File: src/rtl/background_ctrl_if.sv
// Bundles the frame/request inputs and the colour/score/status outputs of background_ctrl.
// Latency: none; this is only a bundle of wires.
// Backpressure: none; every signal is a level or a single-cycle pulse.
//
// Signals:
//   vblnk_in            vertical blanking level from the timing generator
//   start_btn           synchronized start button (level)
//   point_p1, point_p2  single-cycle "player scored" pulses
//   color1, color2      interior / line colour to the background drawer
//   score_p1, score_p2  current scores
//   game_state          0 IDLE, 1 PLAY, 2 FLASH, 3 OVER
//   play_en             high only in PLAY
//   frame_tick          one-cycle pulse per frame
interface background_ctrl_if;
    logic        vblnk_in;
    logic        start_btn;
    logic        point_p1;
    logic        point_p2;
    logic [11:0] color1;
    logic [11:0] color2;
    logic [3:0]  score_p1;
    logic [3:0]  score_p2;
    logic [1:0]  game_state;
    logic        play_en;
    logic        frame_tick;

    // master: the surrounding game/timing logic that feeds the controller
    modport master (
        output vblnk_in, start_btn, point_p1, point_p2,
        input  color1, color2, score_p1, score_p2, game_state, play_en, frame_tick
    );

    // slave: the controller itself
    modport slave (
        input  vblnk_in, start_btn, point_p1, point_p2,
        output color1, color2, score_p1, score_p2, game_state, play_en, frame_tick
    );
endinterface

File: src/rtl/background_ctrl.sv
// PONG game-state controller: IDLE/PLAY/FLASH/OVER sequencing, scores and background colours.
// Latency: every visible change lands on the pclk edge after vblnk_in rises (inside blanking).
// Backpressure: none; requests are latched as pending flags and consumed at the next frame tick.
//
// Ports:
//   pclk      pixel clock, the only clock
//   rst       asynchronous, active-low reset
//   bus       background_ctrl_if.slave: vblnk_in/start_btn/point_p1/point_p2 in,
//             color1/color2/score_p1/score_p2/game_state/play_en/frame_tick out
module background_ctrl #(
    parameter int unsigned WIN_SCORE    = 9,
    parameter int unsigned FLASH_FRAMES = 30,
    parameter int unsigned FLASH_SHIFT  = 2,
    parameter logic [11:0] BG_COLOR     = 12'h000,
    parameter logic [11:0] LINE_COLOR   = 12'hFFF,
    parameter logic [11:0] IDLE_LINE    = 12'h888,
    parameter logic [11:0] FLASH_COLOR  = 12'h800,
    parameter logic [11:0] P1_WIN_COLOR = 12'h00F,
    parameter logic [11:0] P2_WIN_COLOR = 12'h0F0
) (
    input  logic                pclk,
    input  logic                rst,
    background_ctrl_if.slave    bus
);

    localparam logic [3:0] WIN_S      = 4'(WIN_SCORE);
    localparam logic [7:0] FLASH_LAST = 8'(FLASH_FRAMES - 1);
    localparam logic [2:0] SHIFT_IDX  = 3'(FLASH_SHIFT);

    typedef enum logic [1:0] {
        S_IDLE  = 2'd0,
        S_PLAY  = 2'd1,
        S_FLASH = 2'd2,
        S_OVER  = 2'd3
    } state_t;

    state_t      state_q,      state_d;
    logic        vblnk_q,      vblnk_d;
    logic        start_btn_q,  start_btn_d;
    logic        start_pend_q, start_pend_d;
    logic        p1_pend_q,    p1_pend_d;
    logic        p2_pend_q,    p2_pend_d;
    logic [3:0]  score_p1_q,   score_p1_d;
    logic [3:0]  score_p2_q,   score_p2_d;
    logic [7:0]  flash_cnt_q,  flash_cnt_d;
    logic        last_p2_q,    last_p2_d;
    logic [11:0] color1_q,     color1_d;
    logic [11:0] color2_q,     color2_d;
    logic        frame_tick_q, frame_tick_d;

    logic tick;
    logic start_rise;
    logic p1_set;
    logic p2_set;
    logic scorer_won;

    // Scores stop at WIN_SCORE, so a 4-bit counter can never wrap.
    function automatic logic [3:0] sat_inc(input logic [3:0] s);
        return (s >= WIN_S) ? s : s + 4'd1;
    endfunction

    // ------------------------------------------------------------------
    // Frame edge and request capture
    // ------------------------------------------------------------------
    always_comb begin
        vblnk_d      = bus.vblnk_in;
        start_btn_d  = bus.start_btn;
        tick         = bus.vblnk_in & ~vblnk_q;
        start_rise   = bus.start_btn & ~start_btn_q;
        frame_tick_d = tick;

        // Points only count while the ball is in play; on a same-cycle tie
        // player 1 takes the point and player 2's pulse is discarded.
        p1_set = bus.point_p1 & (state_q == S_PLAY);
        p2_set = bus.point_p2 & ~bus.point_p1 & (state_q == S_PLAY);

        // Every tick either consumes or discards all pending requests. A
        // request arriving on the tick cycle itself survives to the next frame.
        start_pend_d = (start_pend_q & ~tick) | start_rise;
        p1_pend_d    = (p1_pend_q    & ~tick) | p1_set;
        p2_pend_d    = (p2_pend_q    & ~tick) | p2_set;
    end

    // ------------------------------------------------------------------
    // Game FSM: next state, scores and flash counter
    // ------------------------------------------------------------------
    always_comb begin
        state_d     = state_q;
        score_p1_d  = score_p1_q;
        score_p2_d  = score_p2_q;
        flash_cnt_d = flash_cnt_q;
        last_p2_d   = last_p2_q;
        scorer_won  = last_p2_q ? (score_p2_q == WIN_S) : (score_p1_q == WIN_S);

        if (tick) begin
            unique case (state_q)
                S_IDLE: begin
                    if (start_pend_q) begin
                        state_d    = S_PLAY;
                        score_p1_d = 4'd0;
                        score_p2_d = 4'd0;
                    end
                end
                S_PLAY: begin
                    if (p1_pend_q) begin
                        state_d     = S_FLASH;
                        score_p1_d  = sat_inc(score_p1_q);
                        flash_cnt_d = 8'd0;
                        last_p2_d   = 1'b0;
                    end else if (p2_pend_q) begin
                        state_d     = S_FLASH;
                        score_p2_d  = sat_inc(score_p2_q);
                        flash_cnt_d = 8'd0;
                        last_p2_d   = 1'b1;
                    end
                end
                S_FLASH: begin
                    flash_cnt_d = flash_cnt_q + 8'd1;
                    if (flash_cnt_q == FLASH_LAST) begin
                        state_d = scorer_won ? S_OVER : S_PLAY;
                    end
                end
                S_OVER: begin
                    if (start_pend_q) begin
                        state_d = S_IDLE;
                    end
                end
                default: state_d = S_IDLE;
            endcase
        end
    end

    // ------------------------------------------------------------------
    // Colours, decoded from the upcoming state so they switch together
    // with it. Between ticks the next state equals the current one, so the
    // registered colours hold steady for the whole visible frame.
    // ------------------------------------------------------------------
    always_comb begin
        color1_d = BG_COLOR;
        color2_d = LINE_COLOR;
        unique case (state_d)
            S_IDLE:  color2_d = IDLE_LINE;
            S_PLAY:  color1_d = BG_COLOR;
            S_FLASH: color1_d = flash_cnt_d[SHIFT_IDX] ? FLASH_COLOR : BG_COLOR;
            S_OVER:  color1_d = last_p2_d ? P2_WIN_COLOR : P1_WIN_COLOR;
            default: color2_d = IDLE_LINE;
        endcase
    end

    // ------------------------------------------------------------------
    // State registers
    // ------------------------------------------------------------------
    always_ff @(posedge pclk or negedge rst) begin
        if (!rst) begin
            state_q      <= S_IDLE;
            vblnk_q      <= 1'b0;
            start_btn_q  <= 1'b0;
            start_pend_q <= 1'b0;
            p1_pend_q    <= 1'b0;
            p2_pend_q    <= 1'b0;
            score_p1_q   <= 4'd0;
            score_p2_q   <= 4'd0;
            flash_cnt_q  <= 8'd0;
            last_p2_q    <= 1'b0;
            color1_q     <= BG_COLOR;
            color2_q     <= IDLE_LINE;
            frame_tick_q <= 1'b0;
        end else begin
            state_q      <= state_d;
            vblnk_q      <= vblnk_d;
            start_btn_q  <= start_btn_d;
            start_pend_q <= start_pend_d;
            p1_pend_q    <= p1_pend_d;
            p2_pend_q    <= p2_pend_d;
            score_p1_q   <= score_p1_d;
            score_p2_q   <= score_p2_d;
            flash_cnt_q  <= flash_cnt_d;
            last_p2_q    <= last_p2_d;
            color1_q     <= color1_d;
            color2_q     <= color2_d;
            frame_tick_q <= frame_tick_d;
        end
    end

    // ------------------------------------------------------------------
    // Outputs
    // ------------------------------------------------------------------
    assign bus.color1     = color1_q;
    assign bus.color2     = color2_q;
    assign bus.score_p1   = score_p1_q;
    assign bus.score_p2   = score_p2_q;
    assign bus.game_state = state_q;
    assign bus.play_en    = (state_q == S_PLAY);
    assign bus.frame_tick = frame_tick_q;

endmodule

File: src/flat_wrapper.sv
// flat-port wrapper written by rule: the top's interface ports become plain ports
module background_ctrl_flat 
#(
    parameter int unsigned WIN_SCORE    = 9,
    parameter int unsigned FLASH_FRAMES = 30,
    parameter int unsigned FLASH_SHIFT  = 2,
    parameter logic [11:0] BG_COLOR     = 12'h000,
    parameter logic [11:0] LINE_COLOR   = 12'hFFF,
    parameter logic [11:0] IDLE_LINE    = 12'h888,
    parameter logic [11:0] FLASH_COLOR  = 12'h800,
    parameter logic [11:0] P1_WIN_COLOR = 12'h00F,
    parameter logic [11:0] P2_WIN_COLOR = 12'h0F0
)
  (pclk, rst, bus_vblnk_in, bus_start_btn, bus_point_p1, bus_point_p2, bus_color1, bus_color2, bus_score_p1, bus_score_p2, bus_game_state, bus_play_en, bus_frame_tick);
  background_ctrl_if bus_i ();
  input  logic pclk;
  input  logic rst;
  input wire logic [$bits(bus_i.vblnk_in)-1:0] bus_vblnk_in;
  input wire logic [$bits(bus_i.start_btn)-1:0] bus_start_btn;
  input wire logic [$bits(bus_i.point_p1)-1:0] bus_point_p1;
  input wire logic [$bits(bus_i.point_p2)-1:0] bus_point_p2;
  output wire logic [$bits(bus_i.color1)-1:0] bus_color1;
  output wire logic [$bits(bus_i.color2)-1:0] bus_color2;
  output wire logic [$bits(bus_i.score_p1)-1:0] bus_score_p1;
  output wire logic [$bits(bus_i.score_p2)-1:0] bus_score_p2;
  output wire logic [$bits(bus_i.game_state)-1:0] bus_game_state;
  output wire logic [$bits(bus_i.play_en)-1:0] bus_play_en;
  output wire logic [$bits(bus_i.frame_tick)-1:0] bus_frame_tick;
  assign bus_i.vblnk_in = bus_vblnk_in;
  assign bus_i.start_btn = bus_start_btn;
  assign bus_i.point_p1 = bus_point_p1;
  assign bus_i.point_p2 = bus_point_p2;
  assign bus_color1 = bus_i.color1;
  assign bus_color2 = bus_i.color2;
  assign bus_score_p1 = bus_i.score_p1;
  assign bus_score_p2 = bus_i.score_p2;
  assign bus_game_state = bus_i.game_state;
  assign bus_play_en = bus_i.play_en;
  assign bus_frame_tick = bus_i.frame_tick;
  background_ctrl #(.WIN_SCORE(WIN_SCORE), .FLASH_FRAMES(FLASH_FRAMES), .FLASH_SHIFT(FLASH_SHIFT), .BG_COLOR(BG_COLOR), .LINE_COLOR(LINE_COLOR), .IDLE_LINE(IDLE_LINE), .FLASH_COLOR(FLASH_COLOR), .P1_WIN_COLOR(P1_WIN_COLOR), .P2_WIN_COLOR(P2_WIN_COLOR)) u_core (.pclk(pclk), .rst(rst), .bus(bus_i));
endmodule
File: config.mk
export PLATFORM = sky130hd
export DESIGN_NAME = background_ctrl_flat
export DESIGN_NICKNAME = d
export VERILOG_FILES = /design/src/rtl/background_ctrl_if.sv /design/src/rtl/background_ctrl.sv /design/src/flat_wrapper.sv
export SDC_FILE = /design/constraint.sdc
export NUM_CORES = 1
export LEC_CHECK = 0
export ABC_AREA = 0
export BUFFER_PORTS_ARGS = -buffer_cell sky130_fd_sc_hd__buf_4
export CORE_UTILIZATION = 48
export DETAILED_ROUTE_END_ITERATION = 7
export HOLD_SLACK_MARGIN = 0.1
export MAX_ROUTING_LAYER = met4
export PLACE_DENSITY = 0.83
export SYNTH_ARGS = -nofsm -noshare
export SYNTH_HDL_FRONTEND = slang
export SYNTH_SLANG_ARGS = --single-unit
File: constraint.sdc
create_clock -name pclk -period 2.15 [get_ports pclk]
set_input_delay 0.3225 -clock pclk [delete_from_list [all_inputs] [get_ports pclk]]
set_output_delay 0.3225 -clock pclk [all_outputs]
set_load 0.02 [all_outputs]
; Yosys cells after proc, flatten, opt, wreduce, memory -nomap -nowiden
; Cells that the tools add are included.
[totals]
input_bits = 6
register_bits = 49
ramBits = 0
mem_count = 0
mem_bits_ro = 0
output_inout_bits = 36
latch_bits = 0
[classes]
shift = 0
add_sub_neg = 3
div = 0
n_mux = 29
n_bitwise = 15
reduce_logical = 7
n_eq_ne = 15
mul = 0
n_lt_le_gt_ge = 2
[op_table]
columns = cell, n
row1 = $mux 4, 6
row2 = $mux 8, 3
row3 = $pmux 12 s2, 1
row4 = $pmux 4 s2, 2
row5 = $pmux 8 s2, 1
row6 = $mux 2, 7
row7 = $mux 12, 1
row8 = $mux 11, 1
row9 = $add 4x1->4 const B, 2
row10 = $add 8x1->8 const B, 1
row11 = $and 1x1->1, 8
row12 = $eq 2x2->1 const B, 4
row13 = $eq 4x4->1 const B, 2
row14 = $eq 8x5->1 const B, 1
row15 = $ge 4x4->1 const B, 2
row16 = $pmux 2 s4, 1
row17 = $ne 2x1->1 const B, 3
row18 = $ne 2x2->1 const B, 3
row19 = $reduce_and 6->1, 1
row20 = $mux 1, 5
row21 = $reduce_and 5->1, 1
row22 = $logic_not 2->1, 2
row23 = $not 1->1, 4
row24 = $reduce_bool 2->1, 2
row25 = 5 further kinds, 7

; Depth between registers and ports, before layout
[logic_depth]
word_depth = 8
ltp_mapped = 7

; Least setup slack after synthesis
; No wires, ideal clock.
[synth_timing]
path_kind = flip-flop to flip-flop
from = reg u_core.state_q[1], in the netlist u_core.bus.game_state[1]
to = reg u_core.flash_cnt_q[5]
path_buffers = 0
stages_incl_launch_ff = 7
slack_ps = 138
setup_ps = 64
arrival_time_ps = 1947
t_required_ps = 2086
path_cell_list = dfrtp_1 inv_1 ha_1 nor3b_2 or4_1 o21ai_0 a22o_2
[synth_via]
elab_chain_len = 3
word_cells_on_any_way = 6
cone_classes = eq/ne: 3 / mux: 1 / reduce/logical: 2
[synth_lines]
columns = item, line
row1 = start: declaration, background_ctrl.sv:37  ; state_t state_q, state_d;
row2 = start signal: assignment, background_ctrl.sv:169  ; state_q <= state_d;
row3 = $eq 2x1->1 *, -
row4 = via bus_play_en, flat_wrapper.sv:27  ; output wire logic [$bits(bus_i.play_en)-1:0] bus_play_en;
row5 = $ne 3x1->1 (no source line) / $reduce_bool 2->1 (equally long branches), -
row6 = $reduce_and 3->1 (no source line), -
row7 = end signal: assignment, background_ctrl.sv:177  ; flash_cnt_q <= flash_cnt_d;
row8 = end: declaration, background_ctrl.sv:45  ; logic [7:0] flash_cnt_q, flash_cnt_d;
; Mark *: on every way through the listed nets, which the timed path passes. The rest lies on a longest branch.
; A chain may end at the register's enable or synchronous reset.

; Worst setup path in the final report
[layout_timing]
from = reg u_core.state_q[1], in the netlist u_core.bus.game_state[1]
to = reg u_core.color1_q[3], in the netlist u_core.bus.color1[3]
[layout_via]
word_cells_on_any_way = 17
cone_classes = eq/ne: 5 / mux: 11 / reduce/logical: 1
[layout_rtl]
columns = item, line
row1 = $eq 2x2->1 (tied with other cells), background_ctrl.sv:96  ; unique case (state_q)
row2 = $pmux 2 s4 *, background_ctrl.sv:96
row3 = $mux 2 *, background_ctrl.sv:95  ; if (tick) begin
row4 = via u_core.state_d[0], background_ctrl.sv:37
row5 = $eq 2x2->1, background_ctrl.sv:141  ; unique case (state_d)
row6 = $pmux 12 s2 *, background_ctrl.sv:141
row7 = end signal: assignment, background_ctrl.sv:179  ; color1_q <= color1_d;
row8 = end: declaration, background_ctrl.sv:47  ; logic [11:0] color1_q, color1_d;
; Marks and branches as above.

==> flow_summary.yaml <==
status:
  outcome: "finished clean"
final_layout:
  layout_common_cells: "39 x buf_4, 28 x dfrtp_1, 15 x inv_1"
  final_common_cell: "buf_4"
  syn2layout_area_growth_pct: 17.5
  utilization_pct: 59.1
  drive_gt1_share_pct: 30.0
  layout.nets: 228
  fillers: 337
  antenna_cells: 0
synth:
  synth-main-ff-cell: "dfrtp_1"
  synth_async_sr_flop_share_pct: 100
  syn_area_mm2: 0.00184
  synth_cell_types: 46
  synthAdderAreaFrac_pct: 8.16
  synth_top_family_by_area: "simple AND/OR/NAND/NOR gates"
  synth.yosys.seq_area_share_pct: 39.4
  synth-compound-area-share_pct: 15.8
  synth_mux_area_share_pct: 3.33
  yosysWarnings: 0
  synth_seq_cells: 29
  synth.avg_cell_area_um2: 10.1
  synth_cells: 182
  synth-xor-area-share_pct: 0.476
  synth-simple-area-share_pct: 20.5
  synth_edf_count: 0
drt:
  post-route-drc-count: 0
  viasPerCell: 5.39
  wl_per_cell_um: 13.3
  wirelength_um: 3420
  drtAntennaViolNets: 0
  vias: 1391
  drt_iter0_drc: 26
  drt_first_pass_iters: 4
placement:
  numPortBuffers: 35
  gp_congestion: 0.873
  hpwl_um: 2550
worst_setup_path:
  arrival_ns: 2.17
  max_stage_delay_ns: 0.48
  worst_path_most_repeated_cell: "nor3b_2"
  cp_slowest_cell: "nor3b_2"
  crit_buf_inv: 1
  crit_fanout: 8
  cp.required_ns: 2.34
  start_kind: "register"
  worst_setup_path_end_kind: "register"
  path_cells: "inv_1, ha_1, nor3b_2, a2111oi_2, nor3b_2, nor3b_1"
  crit_family: "simple AND/OR/NAND/NOR gates"
  critPathKind: "reg -> reg"
timing:
  hold_viol_final: 0
  fin_crit_ns: 1.98
  finalSetupViolations: 0
  rsz0062_at_grt: "false"
  fin_skew_ns: 0.00703
  fmax_mhz: 505
  fin_crit_sh_pct: 92.1
  drv_slew: 0
  tns_ns: 0
floorplanning:
  initial_core_util_pct: 50.3
  die_area_mm2: 0.00409
  io_pins: 42
  core_mm2: 0.00366
  fp-row-count: 22
  die_w_um: 63.9
  die_y_um: 63.9
power_and_ir_drop:
  total_power_w: 0.00291
  cellLeakagePower_nw: 1.02
  power_density_mw_per_mm2: 1340
  ir_worst_vdd_mv: 0.534
clocking:
  cts_htree_levels: 2
  numCtsBuffers: 5
  cts_tree: "built"
  clkTransAtPathRegs_ns: 0.06
  clk_path_buf_depth: 2
  clock_latency_ns: 0.28
  cts_sinks: 29
  clock-root-buffer: "clkbuf_8"
global_routing:
  grt-ovfl-total: 0
  use_met3_pct: 3.39
  antenna_found_initial: 0
  grt_pass1_vias: 1314
  grtUsageMet2_pct: 32.2
  grt_most_used_layer: "met2"
  grtUsageMet1_pct: 22.7
  grt_max_degree: 30
  grt_pass1_wl_um: 5940
  grt_usage_pct: 19.4
hold_path:
  worstHoldPathType: "in -> reg"
flow_run:
  drv_cap: 0
-- through the flow --
| stage | setup WS, ns | std cells | area (um2) | hold slack [ns] |
|---|---|---|---|---|
| 2_1_floorplan | 0.138 | 186 | 1860 | 0.0269 |
| 3_3_place_gp | 0.232 | 250 | 2050 | 0.264 |
| 3_5_place_dp | 0.157 | 250 | 2050 | 0.268 |
| 4_1_cts | 0.144 | 258 | 2160 | 0.148 |
| 5_1_grt | 0.00392 | 258 | 2160 | 0.140 |
| 6_report | 0.170 | 258 | 2160 | 0.156 |
-- worst register-to-register path: stages, from the launching register on --
cell and delay (ns):
dfrtp_1 0.37, inv_1 0.12, ha_1 0.29, nor3b_2 0.48, a2111oi_2 0.11, nor3b_2 0.31, nor3b_1 0.22
-- state kept, by name, summed over array words and instances, names as in the netlist --
signal and flops:
u_core.start_btn_q 1, u_core.bus.score_p1 4, u_core.bus.score_p2 4, u_core.p2_pend_q 1, u_core.vblnk_q 1, u_core.bus.frame_tick 1, u_core.bus.color1 3, u_core.p1_pend_q 1
u_core.bus.color2 1, u_core.bus.game_state 2, u_core.last_p2_q 1, u_core.flash_cnt_q 8, u_core.start_pend_q 1
-- path summary, 6_finish.rpt --
path | depth (start not counted) | start | endpoint | slack [ns]
max | 6 | u_core.bus.game_state[1]$_DFF_PN0_ | u_core.bus.color1[3]$_DFF_PN0_ | 0.17
min | 1 | bus_start_btn | u_core.start_btn_q$_DFF_PN0_ | 0.16
max reg2reg | 6 | u_core.bus.game_state[1]$_DFF_PN0_ | u_core.bus.color1[3]$_DFF_PN0_ | 0.17
min reg2reg | 1 | u_core.start_btn_q$_DFF_PN0_ | u_core.start_pend_q$_DFF_PN0_ | 0.46
max in group asynchronous | 2 | rst | u_core.bus.game_state[0]$_DFF_PN0_ | 1.35
min in group asynchronous | 2 | rst | u_core.flash_cnt_q[3]$_DFFE_PN0P_ | 0.50
-- kinds of logic (layout without fill, tap and decap cells) --
logic type,after synthesis,count (layout)
AOI/OAI and AO/OA,34,34
xor gates and xnor gates,1,1
adders and majority gates,12,12
buffers and inverters,38,62
DFF,29,29
muxes,6,6
other,2,6
and+or+nand+nor,60,60
-- cells in the mapped netlist, types with 3 or more instances --
cell | instances | area share, %
dfrtp_1 | 29 | 39
buf_4 | 20 | 8.2
inv_1 | 15 | 3.1
nand2_1 | 14 | 2.9
ha_1 | 12 | 8.2
o21ai_0 | 9 | 2.4
a22o_1 | 6 | 2.9
nor2_1 | 6 | 1.2
nor3_1 | 6 | 1.6
mux2i_1 | 5 | 2.7
nand2b_1 | 5 | 1.7
nand3_1 | 4 | 1.1
or4_1 | 4 | 1.6
clkbuf_1 | 3 | 0.61
nand3b_1 | 3 | 1.2
-- cell type report --
cell class	instances	area [um2]	share of cell area, %
clock inverters	2	35.0	1.62
flip-flops and latches	29	727	33.6
multi-input cells	119	912	42.2
well taps	48	60.1	2.78
clock buffers	5	68.8	3.18
inverters	15	56.3	2.60
repair buffers	40	303	14.0
-- metal layers --
| layer | wire length, um | vias up | share of wire [%] |
|---|---|---|---|
| li1 | - | 673 | - |
| met1 | 1550 | 665 | 45 |
| met2 | 1650 | 48 | 48 |
| met3 | 172 | 5 | 5.0 |
| met4 | 51 | 0 | 1.5 |
| met5 | 0 | - | 0 |
-- power breakdown --
group / total, W / internal [W] / switching, W
Combinational: 0.00148 / 0.000636 / 0.000839
Clock: 0.000529 / 0.000336 / 0.000193
Sequential: 0.000901 / 0.000703 / 0.000198
-- what timing repair did --
item | 4_1_cts | 5_1_grt
hold endpoints to repair | 29 | 0
resized for setup | 0 | 1
buffers inserted | 0 | 0
endpoints found under the setup margin | 0 | 3
hold buffers | 1 | 0
No activity file was read; power rests on OpenSTA's default activity.
